## config.mk

```make
export PLATFORM = sky130hd
export DESIGN_NAME = stack_mon
export DESIGN_NICKNAME = d
export VERILOG_FILES = /design/src/rtl/stack_mon_pkg.sv /design/src/rtl/stack_mon.sv
export SDC_FILE = /design/constraint.sdc
export NUM_CORES = 1
export LEC_CHECK = 0
export ABC_AREA = 1
export BUFFER_PORTS_ARGS = -buffer_cell sky130_fd_sc_hd__buf_2
export CORE_MARGIN = 1.5
export CORE_UTILIZATION = 55
export DETAILED_ROUTE_END_ITERATION = 10
export GPL_ROUTABILITY_DRIVEN = 0
export MAX_ROUTING_LAYER = met4
export PLACE_DENSITY = 0.77
export SYNTH_ARGS = -nofsm -noshare
export SYNTH_HDL_FRONTEND = slang
export SYNTH_SLANG_ARGS = --single-unit
```

## constraint.sdc

```tcl
create_clock -name clk -period 8.3 [get_ports clk]
set_input_delay 2.49 -clock clk [delete_from_list [all_inputs] [get_ports clk]]
set_output_delay 2.49 -clock clk [all_outputs]
set_load 0.02 [all_outputs]
```

## src/rtl/stack_mon_pkg.sv

```systemverilog
// Shared register map, CTRL bit positions and reset defaults for the stack monitor.
package stack_mon_pkg;

  // Word offsets on the I/O bus (addr = word address bits 3:2)
  localparam logic [1:0] REG_LIMIT = 2'd0;
  localparam logic [1:0] REG_HOT   = 2'd1;
  localparam logic [1:0] REG_HOTPC = 2'd2;
  localparam logic [1:0] REG_CTRL  = 2'd3;

  // CTRL bit indices
  localparam int unsigned CTRL_EN  = 0;
  localparam int unsigned CTRL_OVF = 1;
  localparam int unsigned CTRL_HEN = 2;

  // Reset defaults
  localparam logic [31:0] LIMIT_RST_DEF = 32'h0000_0000;
  localparam logic [31:0] HOT_RST_DEF   = 32'hFFFF_FFFF;

endpackage

```

## src/rtl/stack_mon.sv

```systemverilog
// Stack pointer monitor: overflow trap against a programmable limit, plus
// low-water-mark ("hotspot") tracking, exposed as a 4-register bus slave.
module stack_mon
  import stack_mon_pkg::*;
#(
  parameter logic [31:0] LIMIT_RST = LIMIT_RST_DEF,
  parameter logic [31:0] HOT_RST   = HOT_RST_DEF
) (
  input  logic        clk,
  input  logic        rst,
  input  logic        stb,
  input  logic        we,
  input  logic [1:0]  addr,
  input  logic [31:0] data_in,
  output logic [31:0] data_out,
  output logic        ack,
  input  logic [31:0] spx,
  input  logic [23:0] pcx,
  output logic        ovfl_trig,
  output logic        ovfl
);

  logic [31:0] sp_q;
  logic [23:0] pc_q;
  logic [31:0] limit_q, limit_d;
  logic [31:0] hot_q, hot_d;
  logic [23:0] hotpc_q, hotpc_d;
  logic        en_q, en_d;
  logic        ovf_q, ovf_d;
  logic        hen_q, hen_d;
  logic        trig_q, trig_d;
  logic        ack_q, ack_d;
  logic [31:0] dout_q, dout_d;

  logic        access;
  logic        wr;
  logic        cond;
  logic [31:0] rdata;

  // Next-state for registers, overflow detection, hotspot tracking and bus response
  always_comb begin
    // One access per strobe: the cycle that raises ack is the access cycle
    access  = stb & ~ack_q;
    wr      = access & we;
    cond    = en_q & (sp_q < limit_q);

    limit_d = limit_q;
    hot_d   = hot_q;
    hotpc_d = hotpc_q;
    en_d    = en_q;
    hen_d   = hen_q;
    ovf_d   = ovf_q;

    if (wr && (addr == REG_LIMIT)) begin
      limit_d = data_in;
    end

    // A bus write to HOTSPOT takes precedence over tracking
    if (wr && (addr == REG_HOT)) begin
      hot_d = data_in;
    end else if (hen_q && (sp_q < hot_q)) begin
      hot_d   = sp_q;
      hotpc_d = pc_q;
    end

    if (wr && (addr == REG_CTRL)) begin
      en_d  = data_in[CTRL_EN];
      hen_d = data_in[CTRL_HEN];
    end

    // Set wins over write-1-to-clear
    if (cond) begin
      ovf_d = 1'b1;
    end else if (wr && (addr == REG_CTRL) && data_in[CTRL_OVF]) begin
      ovf_d = 1'b0;
    end

    // Pulse only on the transition into overflow
    trig_d = cond & ~ovf_q;

    ack_d = access;

    unique case (addr)
      REG_LIMIT: rdata = limit_q;
      REG_HOT:   rdata = hot_q;
      REG_HOTPC: rdata = {8'h00, hotpc_q};
      REG_CTRL:  rdata = {29'h0, hen_q, ovf_q, en_q};
      default:   rdata = 32'h0;
    endcase

    dout_d = access ? rdata : 32'h0;
  end

  // State registers, all cleared asynchronously
  always_ff @(posedge clk or posedge rst) begin
    if (rst) begin
      sp_q    <= 32'h0;
      pc_q    <= 24'h0;
      limit_q <= LIMIT_RST;
      hot_q   <= HOT_RST;
      hotpc_q <= 24'h0;
      en_q    <= 1'b0;
      ovf_q   <= 1'b0;
      hen_q   <= 1'b0;
      trig_q  <= 1'b0;
      ack_q   <= 1'b0;
      dout_q  <= 32'h0;
    end else begin
      sp_q    <= spx;
      pc_q    <= pcx;
      limit_q <= limit_d;
      hot_q   <= hot_d;
      hotpc_q <= hotpc_d;
      en_q    <= en_d;
      ovf_q   <= ovf_d;
      hen_q   <= hen_d;
      trig_q  <= trig_d;
      ack_q   <= ack_d;
      dout_q  <= dout_d;
    end
  end

  assign data_out  = dout_q;
  assign ack       = ack_q;
  assign ovfl_trig = trig_q;
  assign ovfl      = ovf_q;

endmodule

```

==> results of run 1 <==
power by group through the flow:
stage	Sequential (mW)	Clock, mW	Combinational, mW
2_1_floorplan	1.24	0	0.511
3_3_place_gp	1.24	0	0.677
3_5_place_dp	1.25	0	0.704
4_1_cts	1.23	0.807	0.711
5_1_grt	1.26	0.848	0.827
6_report	1.24	0.794	0.711
kinds of logic after synthesis:
| kind of cell | Yosys count |
|---|---|
| simple gates | 446 |
| buf+inv | 148 |
| compound gates | 121 |
| flops | 181 |
| fa+ha+maj | 62 |
per-stage QoR:
| stage | hold WS, ns | utilization [%] | power, mW | cell area, sq um | worst slack, ns |
|---|---|---|---|---|---|
| 2_1_floorplan | 0.442 | - | 1.75 | 8500 | 0.948 |
| 3_3_place_gp | 0.455 | 60.8 | 1.92 | 9210 | 2.71 |
| 3_5_place_dp | 0.459 | 60.8 | 1.95 | 9210 | 2.56 |
| 4_1_cts | 0.476 | 64.7 | 2.75 | 9800 | 3.01 |
| 5_1_grt | 0.497 | 64.7 | 2.93 | 9800 | 2.72 |
| 6_report | 0.473 | 64.7 | 2.74 | 9800 | 2.98 |
tightest hold or removal path, stage by stage (launching register included):
cell and delay (ns):
dfrtp_1 0.34, nand2_1 0.05, nand2_1 0.05
cell usage in the layout, fill, tap and decap left out, drive strengths merged:
cell	count
a211oi	2
a21oi	41
a221oi	2
a31oi	1
and3b	1
buf	133
bufinv	1
clkbuf	18
clkinv	5
clkinvlp	2
dfrtp	149
dfstp	32
ha	62
inv	115
nand2	351
nand3	36
nand3b	1
nand4	29
nor2	25
nor3	2
nor4	1
o2111ai	1
o211ai	1
o21a	2
o21ai	55
o221ai	16
final timing paths:
path | endpoint | cells past startpoint
max in group asynchronous | sp_q[23] | 3
worst max-delay path | hot_q[31] | 10
worst min-delay path | hotpc_q[14] | 2
worst min register to register | hotpc_q[14] | 2
min in group asynchronous | pc_q[6] | 2
worst max register to register | hot_q[31] | 11
state kept, by name (all words and copies together) (netlist names):
signal,cells
data_out,32
hot_q,32
limit_q,32
sp_q,32
hotpc_q,24
pc_q,24
ack,1
en_q,1
hen_q,1
ovfl,1
ovfl_trig,1
per-layer routing:
metal,routed length [microns],vias to the layer above,GRT usage [%]
met5,0,-,-
met4,486,0,9.69
met3,1360,38,6.24
met2,8920,256,40.3
met1,8950,3205,36.1
li1,-,3305,-
layout make-up:
type,instances,area (sq um)
Fill cell,1238,5350
Sequential cell,181,4570
Multi-Input combinational cell,629,3320
Timing Repair Buffer,133,678
Clock buffer,18,439
Inverter,109,414
Tap cell,188,235
Clock inverter,14,143
==> results.sh, run 1 <==
export IMPL_outcome="finished clean"
export IMPL_synth_top_family_by_area="simple AND/OR/NAND/NOR gates"
export IMPL_core_area_sq_mm=0.0151
export IMPL_drt_iter0_drc=624
export IMPL_cp_arrival_ns=5.69
export IMPL_synth_area_leaders="dfrtp_1, nand2_1, dfstp_2"
export IMPL_synth_most_common_cell="nand2_1"
export IMPL_dr_pass1_iters=6
export IMPL_fp_row_count=45
export IMPL_post_route_period_util_pct=64.0
export IMPL_async_flop_share_pct=100
export IMPL_synth_seq_cells=181
export IMPL_overflow=0
export IMPL_hold_start="hotpc_q[14]"
export IMPL_pwr_share_clk_pct=29.0
export IMPL_drv_slew=0
export IMPL_p_comb_share_pct=25.9
export IMPL_die_h_microns=127
export IMPL_synth_xor_area_share_pct=0
export IMPL_min_period_ns=5.32
export IMPL_vias_per_cell=5.35
export IMPL_grt_max_degree=73
export IMPL_drtAntennaViolNets=0
export IMPL_netlist_top_cells_count="nand2_1, dfrtp_1, inv_1"
export IMPL_antenna_found_initial=0
export IMPL_clk_path_buf_depth=2
export IMPL_synth_simple_area_share_pct=21.7
export IMPL_finalHoldViolCount=0
export IMPL_synth_fa_ha_area_share_pct=9.13
export IMPL_synth_compound_area_share_pct=8.13
export IMPL_clk_pin_slew_ns=0.07
export IMPL_tightest_slew_ns=0.940
export IMPL_post_cts_buffers=0
export IMPL_fin_cells=1272
export IMPL_routed_wl_microns=19700
export IMPL_syn_avg_cell_area_sq_um=8.87
export IMPL_hp_class="flip-flop to flip-flop"
export IMPL_drv_cap=0
export IMPL_setup_viol=0
export IMPL_grt_pass1_vias=6606
export IMPL_io_pins=129
export IMPL_synthDistinctLibCells=33
export IMPL_worstSetupStartpointType="primary input"
export IMPL_syn_instance_count=958
export IMPL_cp_top_family="simple AND/OR/NAND/NOR gates"
export IMPL_die_area_sq_mm=0.0162
export IMPL_vias=6804
export IMPL_r2r_slack_ns=4.76
export IMPL_power_frac_seq_pct=45.1
export IMPL_power_density_mw_per_mm2=280
export IMPL_switching_power_mw=0.919
export IMPL_dpl_hpwl_microns=13400
export IMPL_post_drt_wl_per_cell_microns=15.5
export IMPL_cp_end_kind="flip-flop"
export IMPL_syn_area_sq_mm=0.00850
export IMPL_io_buffers=128
export IMPL_fmax_mhz=188
export IMPL_grt_pass1_wl_microns=32600
export IMPL_yosys_mux_area_fraction_pct=0
export IMPL_path_cells="buf_2 -> inv_2 -> nor2_4 -> inv_2 -> nor2_4 -> inv_2 -> buf_4 -> nand2_2 -> nand2_1 -> nand2_1"
export IMPL_syn_num_nets=1114
export IMPL_synth_top_area_cell="dfrtp_1"
export IMPL_path_class="primary input to flip-flop"
export IMPL_setup_tns_ns=0
export IMPL_slowest_stage="nor2_4"
export IMPL_synth_main_ff_cell="dfrtp_1"
export IMPL_area_growth_synth_to_final_pct=15.3
export IMPL_drc_errors=0
export IMPL_drive_above_1_share_pct=19.4
export IMPL_cts_num_sinks=181
export IMPL_start_util_pct=56.1
export IMPL_peakVddDrop_mv=0.275
export IMPL_synth_edff_count=0
export IMPL_root_buffer="clkbuf_16"
export IMPL_grt_total_usage_pct=26.9
export IMPL_insertion_delay_ns=0.43
export IMPL_crit_fanout=59
export IMPL_rr_startpoint="hot_q[25]"
export IMPL_yosysSeqAreaShare_pct=53.8
export IMPL_finalClockSkew_ns=0.00801
export IMPL_synth_top_area_share_pct=43.9
export IMPL_place_inst=1240
export IMPL_power_leakage_nw=5.25
export IMPL_antennaDiodeCount=0
export IMPL_cp_num_buf_inv=5
export IMPL_die_w_microns=127
export IMPL_yosys_warnings=0
export IMPL_slew_headroom_pct=37.1
export IMPL_cpPeakStageDelay_ns=0.72
export IMPL_cts_inserted_buffers=17
export IMPL_required_ns=8.68
export IMPL_critical_path_startpoint="addr[0]"
export IMPL_holdBufCountCts=0
export IMPL_cts_resized=0
export IMPL_p_sw_share_pct=33.5
export IMPL_rsz0062_at_grt="no"
export IMPL_cts_tree="done"
export IMPL_htreeDepth=4
export IMPL_cp_common_cell="inv_2"
export IMPL_nNetsFinal=1227
export IMPL_power_internal_mw=1.82
No activity file was read; power rests on OpenSTA's default activity.
==> run 2, diff against run 1 <==
--- a/config.mk
+++ b/config.mk
@@ -8,7 +8,7 @@
 export ABC_AREA = 1
 export BUFFER_PORTS_ARGS = -buffer_cell sky130_fd_sc_hd__buf_2
 export CORE_MARGIN = 1.5
-export CORE_UTILIZATION = 55
+export CORE_UTILIZATION = 52
 export DETAILED_ROUTE_END_ITERATION = 10
 export GPL_ROUTABILITY_DRIVEN = 0
 export MAX_ROUTING_LAYER = met4
==> constraint.sdc (replaced) <==
create_clock -name clk -period 4.61 [get_ports clk]
set_input_delay 1.383 -clock clk [delete_from_list [all_inputs] [get_ports clk]]
set_output_delay 1.383 -clock clk [all_outputs]
set_load 0.02 [all_outputs]
==> run 2 against run 1 <==
  * Sequential cell count stayed put
  * Wire length up 4.7%
  * Die area rose by 5.6%
  * Utilization down 2.2 points
  * Critical endpoint is now hotpc_q[19]
  * Power rose by 85%
  * First-iteration DRC count is 13% higher
  * Clock skew grew 0.0052 ns
  * Highest routed layer unchanged
  * Clock power rose by 95%
  * Design area increased by 1.6%
  * Register-to-register slack got worse by 3.0 ns
  * Setup slack got worse by 1.3 ns
  * Critical path depth down 1
==> results.sh, run 2 (same netlist as run 1, synthesis figures left out) <==
export IMPL_outcome="finished clean"
export IMPL_antenna_found_initial=0
export IMPL_nNetsFinal=1236
export IMPL_post_route_util_pct=62.5
export IMPL_overflow=0
export IMPL_finalHoldViolCount=0
export IMPL_r2r_end="hotpc_q[19]"
export IMPL_cts_inserted_buffers=17
export IMPL_drv_cap=0
export IMPL_holdPathStages=2
export IMPL_min_to="hotpc_q[3]"
export IMPL_dpl_hpwl_microns=13700
export IMPL_routed_wl_microns=20600
export IMPL_final_common_cell="nand2_1"
export IMPL_place_ws_ns=1.24
export IMPL_setup_viol=0
export IMPL_finalPower_mw=5.08
export IMPL_power_leakage_nw=5.31
export IMPL_io_buffers=128
export IMPL_dr_pass1_iters=5
export IMPL_path_class="primary input to flip-flop"
export IMPL_required_ns=4.94
export IMPL_fin_hold_ws_ns=0.476
export IMPL_cp_top_family="simple AND/OR/NAND/NOR gates"
export IMPL_power_density_mw_per_mm2=510
export IMPL_peakVddDrop_mv=0.320
export IMPL_tightest_slew_ns=0.861
export IMPL_final_cell_mix="nand2_1, dfrtp_1, buf_2"
export IMPL_cp_common_cell="inv_2"
export IMPL_slew_headroom_pct=42.5
export IMPL_core_area_sq_mm=0.0159
export IMPL_drtAntennaViolNets=0
export IMPL_clk_path_buf_depth=2
export IMPL_die_h_microns=131
export IMPL_min_period_ns=2.93
export IMPL_start_util_pct=53.3
export IMPL_r2r_slack_ns=1.72
export IMPL_cts_num_sinks=181
export IMPL_slowest_stage="nand3_2"
export IMPL_insertion_delay_ns=0.44
export IMPL_die_area_sq_mm=0.0171
export IMPL_dpl_instance_area_sq_mm=0.00933
export IMPL_vias=6842
export IMPL_cts_resized=0
export IMPL_crit_fanout=24
export IMPL_hold_start="hotpc_q[3]"
export IMPL_root_buffer="clkbuf_16"
export IMPL_cpPeakStageDelay_ns=0.54
export IMPL_antennaDiodeCount=0
export IMPL_fin_area_sq_mm=0.00996
export IMPL_cp_arrival_ns=3.26
export IMPL_rr_startpoint="hot_q[5]"
export IMPL_io_pins=129
export IMPL_drive_above_1_share_pct=20.0
export IMPL_cp_end_kind="flip-flop"
export IMPL_fin_ws_ns=1.68
export IMPL_cts_tree="done"
export IMPL_grt_total_usage_pct=26.8
export IMPL_path_cells="buf_2 -> inv_2 -> nor2_4 -> inv_2 -> nor2_4 -> inv_2 -> nand3_2 -> nand2_1 -> nand2_1"
export IMPL_post_cts_buffers=0
export IMPL_die_w_microns=131
export IMPL_place_inst=1277
export IMPL_setup_tns_ns=0
export IMPL_clk_pin_slew_ns=0.07
export IMPL_cp_num_buf_inv=4
export IMPL_fp_row_count=46
export IMPL_drc_errors=0
export IMPL_finalClockSkew_ns=0.0132
export IMPL_fmax_mhz=341
export IMPL_fin_cells=1309
export IMPL_num_fill_cells=1359
export IMPL_htreeDepth=4
export IMPL_hp_class="flip-flop to flip-flop"
export IMPL_post_drt_wl_per_cell_microns=15.8
export IMPL_reg2reg_depth=12
export IMPL_drt_iter0_drc=707
export IMPL_area_growth_synth_to_final_pct=17.2
export IMPL_rsz0062_at_grt="no"
export IMPL_grt_pass1_vias=6781
export IMPL_worstSetupStartpointType="primary input"
export IMPL_grt_pass1_wl_microns=33500
export IMPL_drv_slew=0
export IMPL_post_route_period_util_pct=63.6
export IMPL_grt_max_degree=84
export IMPL_holdBufCountCts=0
export IMPL_vias_per_cell=5.23
## run 2: cell count changes in the layout (fill, tap and decap cells not counted), sizes merged
cell | previous run | this run
clkinv | 5 | 4
inv | 115 | 114
bufinv | 1 | 3
buf | 133 | 142
## run 2: how the worst max path moves through the flow
stage               depth (start not counted)      from          end
floorplan                                   1       rst          ack
CTS                                         9   addr[0]  hotpc_q[22]
global placement                            9   addr[0]   hotpc_q[2]
global route                               12  hot_q[5]   hotpc_q[7]
finish                                      9   addr[0]  hotpc_q[19]
detailed placement                          9   addr[0]  hotpc_q[20]
## run 2: layout make-up
class / instances / area, sq um / area share (%)
timing repair buffer: 142 / 758 / 7.61
clock inverter: 14 / 190 / 1.91
clock buffer: 18 / 439 / 4.41
tap: 216 / 270 / 2.71
sequential: 181 / 4570 / 45.9
inverter: 109 / 413 / 4.15
multi-input combinational: 629 / 3320 / 33.3
## run 2: worst reg2reg max path: stages, from the launching register on
cell and delay (ns):
dfstp_2 0.53, inv_1 0.06, ha_1 0.29, a21oi_1 0.13, nor2_1 0.05, nor3_1 0.12
nand2_1 0.10, nand2_1 0.06, nand2_1 0.06, nand2_2 0.46, nand3_2 0.64, nand2_1 0.23
nand2_1 0.06
## run 2: per-layer routing
layer | global-route usage (%) | part of all wire (%) | vias up
met5 | - | 0 | -
met4 | 9.37 | 1.6 | 0
met3 | 5.70 | 7.6 | 29
met2 | 40.6 | 46 | 279
met1 | 36.0 | 45 | 3204
li1 | - | - | 3330
## run 2: where the power goes
group	internal, mW	switching, mW
Sequential	2.03	0.192
Clock	0.886	0.665
Combinational	0.485	0.819
Total	3.41	1.68
==> run 3, diff against run 2 <==
--- a/config.mk
+++ b/config.mk
@@ -8,7 +8,7 @@
 export ABC_AREA = 1
 export BUFFER_PORTS_ARGS = -buffer_cell sky130_fd_sc_hd__buf_2
 export CORE_MARGIN = 1.5
-export CORE_UTILIZATION = 52
+export CORE_UTILIZATION = 55
 export DETAILED_ROUTE_END_ITERATION = 10
 export GPL_ROUTABILITY_DRIVEN = 0
 export MAX_ROUTING_LAYER = met4
==> constraint.sdc (replaced) <==
create_clock -name clk -period 2.8 [get_ports clk]
set_input_delay 0.84 -clock clk [delete_from_list [all_inputs] [get_ports clk]]
set_output_delay 0.84 -clock clk [all_outputs]
set_load 0.02 [all_outputs]
==> run 3 against run 2 <==
  * Sequential power is 65% higher
  * Critical path type is now flip-flop to flip-flop
  * Power up 64%
  * Non-clock buffer count up 6
  * Via count rose by 0.98%
  * Largest power group unchanged
  * Register-to-register slack got worse by 1.5 ns
  * Clock skew is 0.0018 ns lower
==> results.sh, run 3 (same netlist as run 1, synthesis figures left out) <==
export IMPL_fp_row_count=45
export IMPL_outcome="finished clean"
export IMPL_required_ns=3.17
export IMPL_antenna_found_initial=1
export IMPL_path_cells="inv_1 -> ha_1 -> nand4_1 -> inv_1 -> nand4_1 -> a21oi_1 -> nor2_4 -> nand2_2 -> buf_4 -> nand3_1 -> nand2_1"
export IMPL_slowest_stage="dfstp_2"
export IMPL_rr_startpoint="hot_q[31]"
export IMPL_die_w_microns=127
export IMPL_dpl_hpwl_microns=13800
export IMPL_crit_fanout=22
export IMPL_cp_depth=11
export IMPL_grt_busiest_layer="met2"
export IMPL_dr_pass1_iters=5
export IMPL_p_sw_share_pct=32.1
export IMPL_drv_slew=0
export IMPL_p_comb_share_pct=26.1
export IMPL_drtAntennaViolNets=0
export IMPL_routed_wl_microns=20500
export IMPL_met3_usage_pct=6.45
export IMPL_finalPower_mw=8.31
export IMPL_r2r_slack_ns=0.24
export IMPL_post_route_period_util_pct=91.5
export IMPL_cp_end_kind="flip-flop"
export IMPL_io_buffers=128
export IMPL_crit_path_end="hot_q[15]"
export IMPL_grt_pass1_vias=6802
export IMPL_reg2reg_depth=11
export IMPL_drv_cap=0
export IMPL_power_density_mw_per_mm2=835
export IMPL_power_frac_seq_pct=44.2
export IMPL_final_common_cell="nand2_1"
export IMPL_rsz0062_at_grt="no"
export IMPL_final_cell_mix="nand2_1, dfrtp_1, buf_2"
export IMPL_area_growth_synth_to_final_pct=17.2
export IMPL_power_leakage_nw=5.33
export IMPL_critical_path_startpoint="hot_q[31]"
export IMPL_drt_iter0_drc=604
export IMPL_cts_tree="done"
export IMPL_grt_total_usage_pct=27.6
export IMPL_power_internal_mw=5.65
export IMPL_cp_top_family="simple AND/OR/NAND/NOR gates"
export IMPL_grt_pass1_wl_microns=33400
export IMPL_pwr_share_clk_pct=29.8
export IMPL_clk_path_buf_depth=2
export IMPL_htreeDepth=4
export IMPL_cts_inserted_buffers=17
export IMPL_core_area_sq_mm=0.0151
export IMPL_io_pins=129
export IMPL_cpPeakStageDelay_ns=0.55
export IMPL_start_util_pct=56.1
export IMPL_cp_arrival_ns=2.93
export IMPL_vias_per_cell=5.36
export IMPL_path_class="flip-flop to flip-flop"
export IMPL_cts_resized=0
export IMPL_post_cts_buffers=0
export IMPL_insertion_delay_ns=0.43
export IMPL_switching_power_mw=2.67
export IMPL_die_area_sq_mm=0.0162
export IMPL_setup_viol=0
export IMPL_post_drt_wl_per_cell_microns=15.9
export IMPL_root_buffer="clkbuf_16"
export IMPL_finalClockSkew_ns=0.0114
export IMPL_grt_max_degree=128
export IMPL_setup_tns_ns=0
export IMPL_clk_pin_slew_ns=0.06
export IMPL_slew_headroom_pct=55.5
export IMPL_r2r_end="hot_q[15]"
export IMPL_num_fill_cells=1205
export IMPL_drc_errors=0
export IMPL_drive_above_1_share_pct=20.3
export IMPL_peakVddDrop_mv=0.581
export IMPL_cts_num_sinks=181
export IMPL_grt_use_met1_pct=36.7
export IMPL_finalHoldViolCount=0
export IMPL_tightest_slew_ns=0.668
export IMPL_overflow=0
export IMPL_vias=6909
export IMPL_holdBufCountCts=0
export IMPL_gr_usage_met2_pct=42.0
export IMPL_worstSetupStartpointType="flip-flop"
export IMPL_min_period_ns=2.56
export IMPL_nNetsFinal=1242
export IMPL_cp_num_buf_inv=3
export IMPL_die_h_microns=127
export IMPL_hp_class="flip-flop to flip-flop"
export IMPL_fmax_mhz=391
-- run 3: cell count changes in the layout (fill, tap and decap cells not counted), sizes merged --
cell      change
buf           +6
inv           -6
clkbuf        +4
diode         +2
clkinv        +1
clkinvlp      +1
-- run 3: worst min path at each step --
stage,startpoint,to,slack (ns),cells after the start
2_1_floorplan,hotpc_q[0],hotpc_q[0],0.44,2
6_report,hotpc_q[23],hotpc_q[23],0.47,2
3_3_place_gp,hotpc_q[21],hotpc_q[21],0.45,2
4_1_cts,hotpc_q[14],hotpc_q[14],0.47,2
5_1_grt,pcx[13],pc_q[13],0.50,1
3_5_place_dp,hotpc_q[14],hotpc_q[14],0.46,2
-- run 3: power by group through the flow --
| stage | Clock, mW | Sequential [mW] | Combinational [mW] |
|---|---|---|---|
| after detailed placement | 0 | 3.70 | 2.13 |
| after global placement | 0 | 3.69 | 2.05 |
| after CTS | 2.51 | 3.67 | 2.16 |
| final | 2.48 | 3.67 | 2.17 |
| after floorplan | 0 | 3.68 | 1.51 |
| after global routing | 2.62 | 3.74 | 2.52 |
-- run 3: worst min-delay path, stage by stage (launching register included) --
cell	delay, ns
dfrtp_1	0.34
nand2_1	0.06
nand2_1	0.05
-- run 3: routing by layer --
layer,vias to the layer above,wire (microns)
met5,-,0
met3,34,1660
met2,289,9420
met1,3239,9030
met4,0,394
li1,3347,-
-- run 3: cell type report --
type / instances / area, sq um / share of cell area (%)
Sequential cell: 181 / 4570 / 45.9
Timing Repair Buffer: 148 / 803 / 8.06
Tap cell: 188 / 235 / 2.36
Antenna cell: 2 / 5.00 / 0.0502
Clock buffer: 22 / 474 / 4.76
Multi-Input combinational cell: 629 / 3320 / 33.3
Inverter: 109 / 413 / 4.14
Clock inverter: 10 / 145 / 1.46
-- run 3: per-stage QoR --
stage	setup WS (ns)	instance area, sq um	hold slack [ns]	instances	utilization [%]
finish	0.239	9960	0.472	1289	65.8
floorplan	-0.336	8500	0.442	958	-
detailed placement	0.319	9340	0.459	1255	61.7
CTS	0.271	9960	0.474	1287	65.7
global route	0.0532	9960	0.496	1288	65.8
global placement	0.337	9340	0.454	1255	61.7
